`src/rtl/mem_port_arbiter_if.sv`:
```
// Bundles the icache, dcache and main-memory block interfaces that meet at mem_port_arbiter.
// The master modport is the arbiter's view. The slave modport is the view of the caches and the memory.
interface mem_port_arbiter_if #(
   parameter int ADDR_W = 6,
   parameter int DATA_W = 128
);
   logic              i_read;
   logic [ADDR_W-1:0] i_address;
   logic [DATA_W-1:0] i_readdata;
   logic              i_busywait;

   logic              d_read;
   logic              d_write;
   logic [ADDR_W-1:0] d_address;
   logic [DATA_W-1:0] d_writedata;
   logic [DATA_W-1:0] d_readdata;
   logic              d_busywait;

   logic              mem_read;
   logic              mem_write;
   logic [ADDR_W-1:0] mem_address;
   logic [DATA_W-1:0] mem_writedata;
   logic [DATA_W-1:0] mem_readdata;
   logic              mem_busywait;

   modport master (
      input  i_read, i_address, d_read, d_write, d_address, d_writedata,
             mem_readdata, mem_busywait,
      output i_readdata, i_busywait, d_readdata, d_busywait,
             mem_read, mem_write, mem_address, mem_writedata
   );

   modport slave (
      output i_read, i_address, d_read, d_write, d_address, d_writedata,
             mem_readdata, mem_busywait,
      input  i_readdata, i_busywait, d_readdata, d_busywait,
             mem_read, mem_write, mem_address, mem_writedata
   );
endinterface

```
`src/rtl/mem_port_arbiter.sv`:
```
// Round-robin sharing of one block-wide memory port between icache and dcache, one transaction at a time.
// Latency is IDLE->WAIT->DONE plus memory time. Callers stall on busywait until their DONE cycle.
module mem_port_arbiter #(
   parameter int ADDR_W  = 6,
   parameter int DATA_W  = 128,
   parameter int TIMEOUT = 255
) (
   input  logic                clock,
   input  logic                reset,
   mem_port_arbiter_if.master  bus,
   output logic                err
);
   localparam int CNT_W = $clog2(TIMEOUT + 1);

   localparam logic [1:0] S_IDLE = 2'd0;
   localparam logic [1:0] S_WAIT = 2'd1;
   localparam logic [1:0] S_DONE = 2'd2;

   localparam logic G_I = 1'b0;
   localparam logic G_D = 1'b1;

   logic [1:0]       state;
   logic             grant;
   logic             last_grant;
   logic             seen_busy;
   logic [CNT_W-1:0] wait_cnt;

   logic i_req;
   logic d_req;
   logic winner;
   logic complete;
   logic timed_out;

   assign i_req     = bus.i_read;
   assign d_req     = bus.d_read | bus.d_write;
   // A tie goes to whoever was not served last. A lone requester always wins.
   assign winner    = (i_req & d_req) ? ~last_grant : d_req;
   assign complete  = seen_busy & ~bus.mem_busywait;
   assign timed_out = (wait_cnt == CNT_W'(TIMEOUT - 1));

   assign bus.i_busywait = i_req & ~((state == S_DONE) & (grant == G_I));
   assign bus.d_busywait = d_req & ~((state == S_DONE) & (grant == G_D));

   always_ff @(posedge clock) begin
      if (!reset) begin
         state             <= S_IDLE;
         grant             <= G_I;
         last_grant        <= G_I;
         seen_busy         <= 1'b0;
         wait_cnt          <= '0;
         err               <= 1'b0;
         bus.mem_read      <= 1'b0;
         bus.mem_write     <= 1'b0;
         bus.mem_address   <= '0;
         bus.mem_writedata <= '0;
         bus.i_readdata    <= '0;
         bus.d_readdata    <= '0;
      end else begin
         case (state)
            S_IDLE: begin
               if (i_req | d_req) begin
                  grant           <= winner;
                  bus.mem_address <= winner ? bus.d_address : bus.i_address;
                  // When read and write are both high, the dcache request is a write-back.
                  bus.mem_write     <= winner & bus.d_write;
                  bus.mem_read      <= ~winner | ~bus.d_write;
                  bus.mem_writedata <= (winner & bus.d_write) ? bus.d_writedata : '0;
                  seen_busy         <= 1'b0;
                  wait_cnt          <= '0;
                  state             <= S_WAIT;
               end
            end
            S_WAIT: begin
               if (bus.mem_busywait) begin
                  seen_busy <= 1'b1;
               end
               if (complete) begin
                  if (bus.mem_read) begin
                     if (grant == G_D) begin
                        bus.d_readdata <= bus.mem_readdata;
                     end else begin
                        bus.i_readdata <= bus.mem_readdata;
                     end
                  end
                  bus.mem_read  <= 1'b0;
                  bus.mem_write <= 1'b0;
                  seen_busy     <= 1'b0;
                  last_grant    <= grant;
                  state         <= S_DONE;
               end else if (timed_out) begin
                  bus.mem_read  <= 1'b0;
                  bus.mem_write <= 1'b0;
                  seen_busy     <= 1'b0;
                  err           <= 1'b1;
                  state         <= S_DONE;
               end else begin
                  wait_cnt <= wait_cnt + 1'b1;
               end
            end
            S_DONE: begin
               wait_cnt <= '0;
               state    <= S_IDLE;
            end
            default: begin
               state <= S_IDLE;
            end
         endcase
      end
   end
endmodule

```
`src/flat_wrapper.sv`:
```
// flat-port wrapper written by rule: the top's interface ports become plain ports
module mem_port_arbiter_flat 
#(
   parameter int ADDR_W  = 6,
   parameter int DATA_W  = 128,
   parameter int TIMEOUT = 255
)
  (clock, reset, err, bus_i_read, bus_i_address, bus_d_read, bus_d_write, bus_d_address, bus_d_writedata, bus_mem_readdata, bus_mem_busywait, bus_i_readdata, bus_i_busywait, bus_d_readdata, bus_d_busywait, bus_mem_read, bus_mem_write, bus_mem_address, bus_mem_writedata);
  mem_port_arbiter_if #(.ADDR_W(ADDR_W), .DATA_W(DATA_W)) bus_i ();
  input  logic clock;
  input  logic reset;
  output logic err;
  input wire logic [$bits(bus_i.i_read)-1:0] bus_i_read;
  input wire logic [$bits(bus_i.i_address)-1:0] bus_i_address;
  input wire logic [$bits(bus_i.d_read)-1:0] bus_d_read;
  input wire logic [$bits(bus_i.d_write)-1:0] bus_d_write;
  input wire logic [$bits(bus_i.d_address)-1:0] bus_d_address;
  input wire logic [$bits(bus_i.d_writedata)-1:0] bus_d_writedata;
  input wire logic [$bits(bus_i.mem_readdata)-1:0] bus_mem_readdata;
  input wire logic [$bits(bus_i.mem_busywait)-1:0] bus_mem_busywait;
  output wire logic [$bits(bus_i.i_readdata)-1:0] bus_i_readdata;
  output wire logic [$bits(bus_i.i_busywait)-1:0] bus_i_busywait;
  output wire logic [$bits(bus_i.d_readdata)-1:0] bus_d_readdata;
  output wire logic [$bits(bus_i.d_busywait)-1:0] bus_d_busywait;
  output wire logic [$bits(bus_i.mem_read)-1:0] bus_mem_read;
  output wire logic [$bits(bus_i.mem_write)-1:0] bus_mem_write;
  output wire logic [$bits(bus_i.mem_address)-1:0] bus_mem_address;
  output wire logic [$bits(bus_i.mem_writedata)-1:0] bus_mem_writedata;
  assign bus_i.i_read = bus_i_read;
  assign bus_i.i_address = bus_i_address;
  assign bus_i.d_read = bus_d_read;
  assign bus_i.d_write = bus_d_write;
  assign bus_i.d_address = bus_d_address;
  assign bus_i.d_writedata = bus_d_writedata;
  assign bus_i.mem_readdata = bus_mem_readdata;
  assign bus_i.mem_busywait = bus_mem_busywait;
  assign bus_i_readdata = bus_i.i_readdata;
  assign bus_i_busywait = bus_i.i_busywait;
  assign bus_d_readdata = bus_i.d_readdata;
  assign bus_d_busywait = bus_i.d_busywait;
  assign bus_mem_read = bus_i.mem_read;
  assign bus_mem_write = bus_i.mem_write;
  assign bus_mem_address = bus_i.mem_address;
  assign bus_mem_writedata = bus_i.mem_writedata;
  mem_port_arbiter #(.ADDR_W(ADDR_W), .DATA_W(DATA_W), .TIMEOUT(TIMEOUT)) u_core (.clock(clock), .reset(reset), .bus(bus_i), .err(err));
endmodule
```
`config.mk`:
```
export PLATFORM = sky130hd
export DESIGN_NAME = mem_port_arbiter_flat
export DESIGN_NICKNAME = d
export VERILOG_FILES = /design/src/rtl/mem_port_arbiter_if.sv /design/src/rtl/mem_port_arbiter.sv /design/src/flat_wrapper.sv
export SDC_FILE = /design/constraint.sdc
export NUM_CORES = 1
export LEC_CHECK = 0
export CORE_AREA = 2 2 257 259
export DETAILED_ROUTE_END_ITERATION = 10
export DIE_AREA = 0 0 259 261
export HOLD_SLACK_MARGIN = 0.12
export PLACE_DENSITY = 0.48
export SLEW_MARGIN = 40
export SYNTH_ARGS = -nofsm -noshare
export SYNTH_HDL_FRONTEND = slang
export SYNTH_SLANG_ARGS = --single-unit
export TNS_END_PERCENT = 20
```
`constraint.sdc`:
```
create_clock -name clock -period 2.5 [get_ports clock]
set_clock_uncertainty 0.05 [all_clocks]
set_input_delay 0.5 -clock clock [delete_from_list [all_inputs] [get_ports clock]]
set_output_delay 0.5 -clock clock [all_outputs]
set_load 0.01 [all_outputs]
```
-- Word-level counts from Yosys, hierarchy flattened
Index checks and enable logic that the tools add are counted.
Widths: inputs -> output; s select.
- reductions and logical operators: 12
- shifts and indexed selects: 0
- div/mod/pow operators: 0
- mux-type cells: 22
- $lt $le $gt $ge: 0
- bitwise operators: 18
- multipliers: 0
- equal/unequal tests: 8
- add/subtract/negate cells: 1
- operators by type and width (kind ; count):
    $mux 128 ; 1
    $mux 8 ; 3
    $pmux 8 s3 ; 1
    $reduce_and 4->1 ; 3
    $mux 1 ; 9
    $reduce_and 3->1 ; 3
    $add 8x1->8 const B ; 1
    $eq 8x8->1 const B ; 1
    $not 1->1 ; 8
    $and 1x1->1 ; 7
    $mux 2 ; 3
    $mux 6 ; 1
    $pmux 1 s2 ; 3
    $reduce_and 2->1 ; 3
    $ne 2x2->1 const B ; 2
    $ne 4x2->1 const B ; 1
    $pmux 2 s2 ; 1
    $ne 3x1->1 const B ; 1
    $or 1x1->1 ; 3
    $reduce_bool 3->1 ; 1
    $eq 2x1->1 const B ; 1
    $eq 2x2->1 const B ; 1
    $logic_not 2->1 ; 1
    $ne 2x1->1 const B ; 1
    $reduce_bool 2->1 ; 1
- logic and storage cells: 73
- memory bits (read-only): 0
- memory bits (writable): 0
- input port bits: 274
- bits in registers: 406
- memories: 0
- bits in latches: 0
- output and inout bits: 395

-- Logic depth before layout (Yosys ltp)
- depth in word-level cells: 7
- mapped depth: 7
- depth with buffers taken out: 6

-- Worst setup path before layout
Ideal clock, no wire load.
- kind: input-to-reg
- from: in bus_d_write
- to: reg u_core.bus.mem_writedata[0] (netlist bit)
- cell stages on the path: 7
- setup slack: 0.683 ns
- data arrival time: 1.635 ns
- library setup time: 0.132 ns
- path buffers: 3
- cell sequence: or3_1 -> and3_1 -> buf_2 -> buf_6 -> buf_2 -> nand3_1 -> a21oi_1
- word-level cells in the longest chain between the ends: 5
- elaborated cells between the ends (all ways): 7
- those cells by class: mux (2); bitwise (4); reduce/logical (1)
- RTL lines (element ; RTL line ; text):
    start, declared ; flat_wrapper.sv:16 ; input wire logic [$bits(bus_i.d_write)-1:0] bus_d_write;
    $or 1x1->1 ; mem_port_arbiter.sv:35 ; assign d_req = bus.d_read | bus.d_write;
    $and 1x1->1 ; mem_port_arbiter.sv:37 ; assign winner = (i_req & d_req) ? ~last_grant : d_req;
    $mux 1 ; mem_port_arbiter.sv:37 ;
    $and 1x1->1 ; mem_port_arbiter.sv:67 ; bus.mem_writedata <= (winner & bus.d_write) ? bus.d_writedata : '0;
    $mux 128 ; mem_port_arbiter.sv:67 ;
    end signal, assigned ; mem_port_arbiter.sv:67 ;
    end, declared ; mem_port_arbiter_if.sv:30 ; mem_read, mem_write, mem_address, mem_writedata
Parallel ways exist; a longest one is shown, timed or not.
A chain may end at the register's enable or synchronous reset.

-- Worst setup path after layout
- from: reg u_core.grant
- to: out bus_i_busywait
- word-level cells in the longest chain between the ends: 4
- RTL lines (element ; RTL line ; text):
    start, declared ; mem_port_arbiter.sv:23 ; logic grant;
    start signal, assigned ; mem_port_arbiter.sv:62 ; grant <= winner;
    $not 1->1 ; mem_port_arbiter.sv:41 ; assign bus.i_busywait = i_req & ~((state == S_DONE) & (grant == G_I));
    $and 1x1->1 ; mem_port_arbiter.sv:41 ;
    $not 1->1 ; mem_port_arbiter.sv:41 ;
    $and 1x1->1 ; mem_port_arbiter.sv:41 ;
    end, declared ; flat_wrapper.sv:22 ; output wire logic [$bits(bus_i.i_busywait)-1:0] bus_i_busywait;
No other way between the ends.

==> results.yml <==
grt:
  grt_pass1_vias: 14670
  grt_usage_pct: 17.24
  grt_overflow: 0
  grt_pass1_wl_um: 90010
  grt_start_max_net_pins: 82
  antenna_found_initial: 5
setup_path:
  cp_num_buf_inv: 1
  critPathKind: "register to output pin"
  reg2reg_slack_ns: 0.44
  cp_slowest_stage_delay_ns: 0.50
  worst_ep_arrival_time_ns: 1.88
  cp_max_fo: 8
  end_kind: "output pin"
  path_cells: "o31a_2 > clkdlybuf4s50_1"
  cp_top_family: "buffers and inverters"
  slowest_stage: "clkdlybuf4s50_1"
  critPathLaunchType: "register"
  timing.rr.start: "u_core.wait_cnt[0]$_SDFFE_PN0P_"
  r2r_cells: 6
  required_ns: 1.95
  reg2reg_to: "u_core.wait_cnt[4]$_SDFFE_PN0P_"
finish:
  drive_above_1_share_pct: 6.683
  synthToLayoutAreaGrowth_pct: 67.95
  layoutNonFillerInstCount: 3351
  fillers: 6634
  postLayoutCoreUtil_pct: 37.07
  final_area_um2: 24110
  final_net_count: 2720
die:
  placementRows: 94
  die_y_um: 261
  die_w_um: 259
  dieArea_um2: 67600
  design.portCount: 669
  coreArea_um2: 65040
  initial_core_util_pct: 22.07
place:
  placed_area_um2: 22410
  dp_cells: 3257
  port_buffers: 668
  hpwlAfterDp_um: 45300
  gp_congestion: 0.8187
  dp_slack_ns: 0.05513
timing:
  hold_viol_final: 0
  max_freq_mhz: 411.9
  finalWorstSetupSlack_ns: 0.07248
  period_needed_ns: 2.428
  rsz0062_at_grt: "no"
  fin_crit_sh_pct: 97.10
  setup_tns_ns: 0
  worst_slew_pin_slew_ns: 0.4566
  setup_viol: 0
  slew_violations: 0
  maxSlewHeadroom_pct: 69.47
min_path:
  worstHoldStart: "u_core.bus.mem_writedata[29]$_SDFFE_PN0P_"
  hold_path_depth: 2
  hold_path_class: "register to register"
  hold_end: "u_core.bus.mem_writedata[29]$_SDFFE_PN0P_"
synth:
  ys_seq_elements: 406
  ys_types: 39
  syn_area_um2: 14360
  synthCells: 1804
  synth.top_cell.area_share_pct: 56.61
  ys_seq_area_share_pct: 56.61
  synthesis.nets: 2080
  synth.area.top_cells: "dfxtp_1 57%, nand2_1 17%, a21oi_1 14%, nand3_1 4.8%, buf_2 1.9%"
  synth_most_common_cell: "nand2_1"
  syn_avg_cell_area_um2: 7.959
  synth_common_cells: "648 x nand2_1, 406 x dfxtp_1, 394 x a21oi_1, 137 x nand3_1, 64 x clkbuf_1"
  synth_top_area_cell: "dfxtp_1"
  synthArstFlopShare_pct: 0
  synth_edf_count: 0
  yosys_warnings: 0
  synth-main-ff-cell: "dfxtp_1"
drt:
  wirelength_um: 61790
  route.detailed.wl_per_inst_um: 18.44
  first_iter_violations: 760
  viasPerCell: 4.423
  firstDrtPassIters: 5
  drt_drc_violations_left: 0
  final_antenna_net_count: 0
  dr_total_vias: 14820
clocking:
  clk_latency_ns: 0.58
  clkSinkCount: 406
  path_clk_slew_ns: 0.06
  cts_tree: "built"
  numCtsBuffers: 49
  post_cts_buffers: 0
  root_buffer: "clkbuf_16"
  max-clock-path-buffers: 3
  h-tree-depth: 2
  holdBufCountCts: 0
run:
  drv_cap: 0
pwr:
  power.density_nw_per_um2: 666.1
  ir_drop_mv: 0.4656
  cellLeakagePower_uw: 0.008095
run_status:
  outcome: "complete, no violations"
## flip-flops by register name (all words and copies together) (netlist names), 2 cells and up
name	count
u_core.bus.d_readdata	128
u_core.bus.i_readdata	128
u_core.bus.mem_address	6
u_core.bus.mem_writedata	128
u_core.state	2
u_core.wait_cnt	8
## final cells by class
class                   instances  area (um^2)  area share, %
clock inverters                25        287.8          1.193
diodes                          3        7.507        0.03113
flip-flops and latches        406         8129          33.71
repair buffers                735         7538          31.26
clock buffers                  66         1413          5.858
multi-input cells            1246         5627          23.33
well taps                     864         1081          4.483
inverters                       6        30.03         0.1245
## power breakdown
| group | switching (uW) | internal (uW) |
|---|---|---|
| Combinational | 885 | 913 |
| Sequential | 103 | 6640 |
| Clock | 2940 | 4580 |
| Total | 3930 | 12100 |
## metrics by stage
stage          power, uW  hold slack, ns
2_1_floorplan       7531          0.4002
3_5_place_dp        8694          0.3947
4_1_cts            16310          0.3908
3_3_place_gp        8683          0.3872
6_report           16060          0.4000
5_1_grt            16700          0.4104
## cell families after synthesis
group	count (synthesis)	synth area share, %
AO/OA/AOI/OAI	418	14.92
XOR/XNOR	1	0.06101
adder cells (fa/ha/maj)	2	0.1743
buffers and inverters	152	4.558
flip-flops	406	56.61
multiplexers	6	0.4183
AND/OR/NAND/NOR	819	23.26
## worst min-delay path, cell delays in order, from the launching register on
cell and delay [ns]:
dfxtp_1 0.30, nand2_1 0.05, a21oi_1 0.05
## cells in the final DEF (no fill, tap or decap), types with 3 or more instances in the layout
| master | netlist | routed |
|---|---|---|
| nand3_1 | 137 | 135 |
| o21ai_0 | 6 | 6 |
| a31oi_1 | 3 | 3 |
| clkbuf_1 | 64 | 7 |
| inv_1 | 6 | 5 |
| nand2_1 | 648 | 648 |
| nor2_1 | 11 | 11 |
| or3_1 | 3 | 3 |
| a21oi_1 | 394 | 394 |
| clkbuf_8 | 0 | 8 |
| diode_2 | 0 | 3 |
| mux2i_1 | 6 | 6 |
| clkbuf_16 | 0 | 51 |
| dfxtp_1 | 406 | 405 |
| buf_4 | 2 | 39 |
| clkdlybuf4s50_1 | 0 | 667 |
| and3_4 | 1 | 3 |
| bufinv_16 | 0 | 6 |
| buf_12 | 0 | 28 |
| clkinv_2 | 0 | 15 |
| or4_1 | 5 | 5 |
| a211oi_1 | 7 | 7 |
## how the worst max path moves through the flow
stage | start | endpoint | slack, ns | cells after the start
2_1_floorplan | bus_d_write | u_core.bus.mem_writedata[0]$_SDFFE_PN0P_ | 0.68 | 7
4_1_cts | u_core.grant$_SDFFE_PN0P_ | bus_i_busywait | 0.02 | 2
3_3_place_gp | bus_d_write | bus_d_busywait | 0.07 | 4
3_5_place_dp | bus_d_write | bus_d_busywait | 0.06 | 4
6_report | u_core.grant$_SDFFE_PN0P_ | bus_i_busywait | 0.07 | 2
5_1_grt | u_core.grant$_SDFFE_PN0P_ | bus_i_busywait | 0.006 | 2
## metal layers
layer  global-route usage, %  up-vias  wire length (um)
met5                       0        -                29
met4                   6.969        4              2314
met3                   7.027      110              5983
met2                   29.43      573             29810
met1                   19.05     6893             23660
li1                        -     7241                 -
## what timing repair did
action | 4_1_cts | 5_1_grt
resized for setup | 2 | 0
hold endpoints to repair | 0 | 0
setup endpoints to repair | 1 | 0
Power figures use the tool's default switching activity.
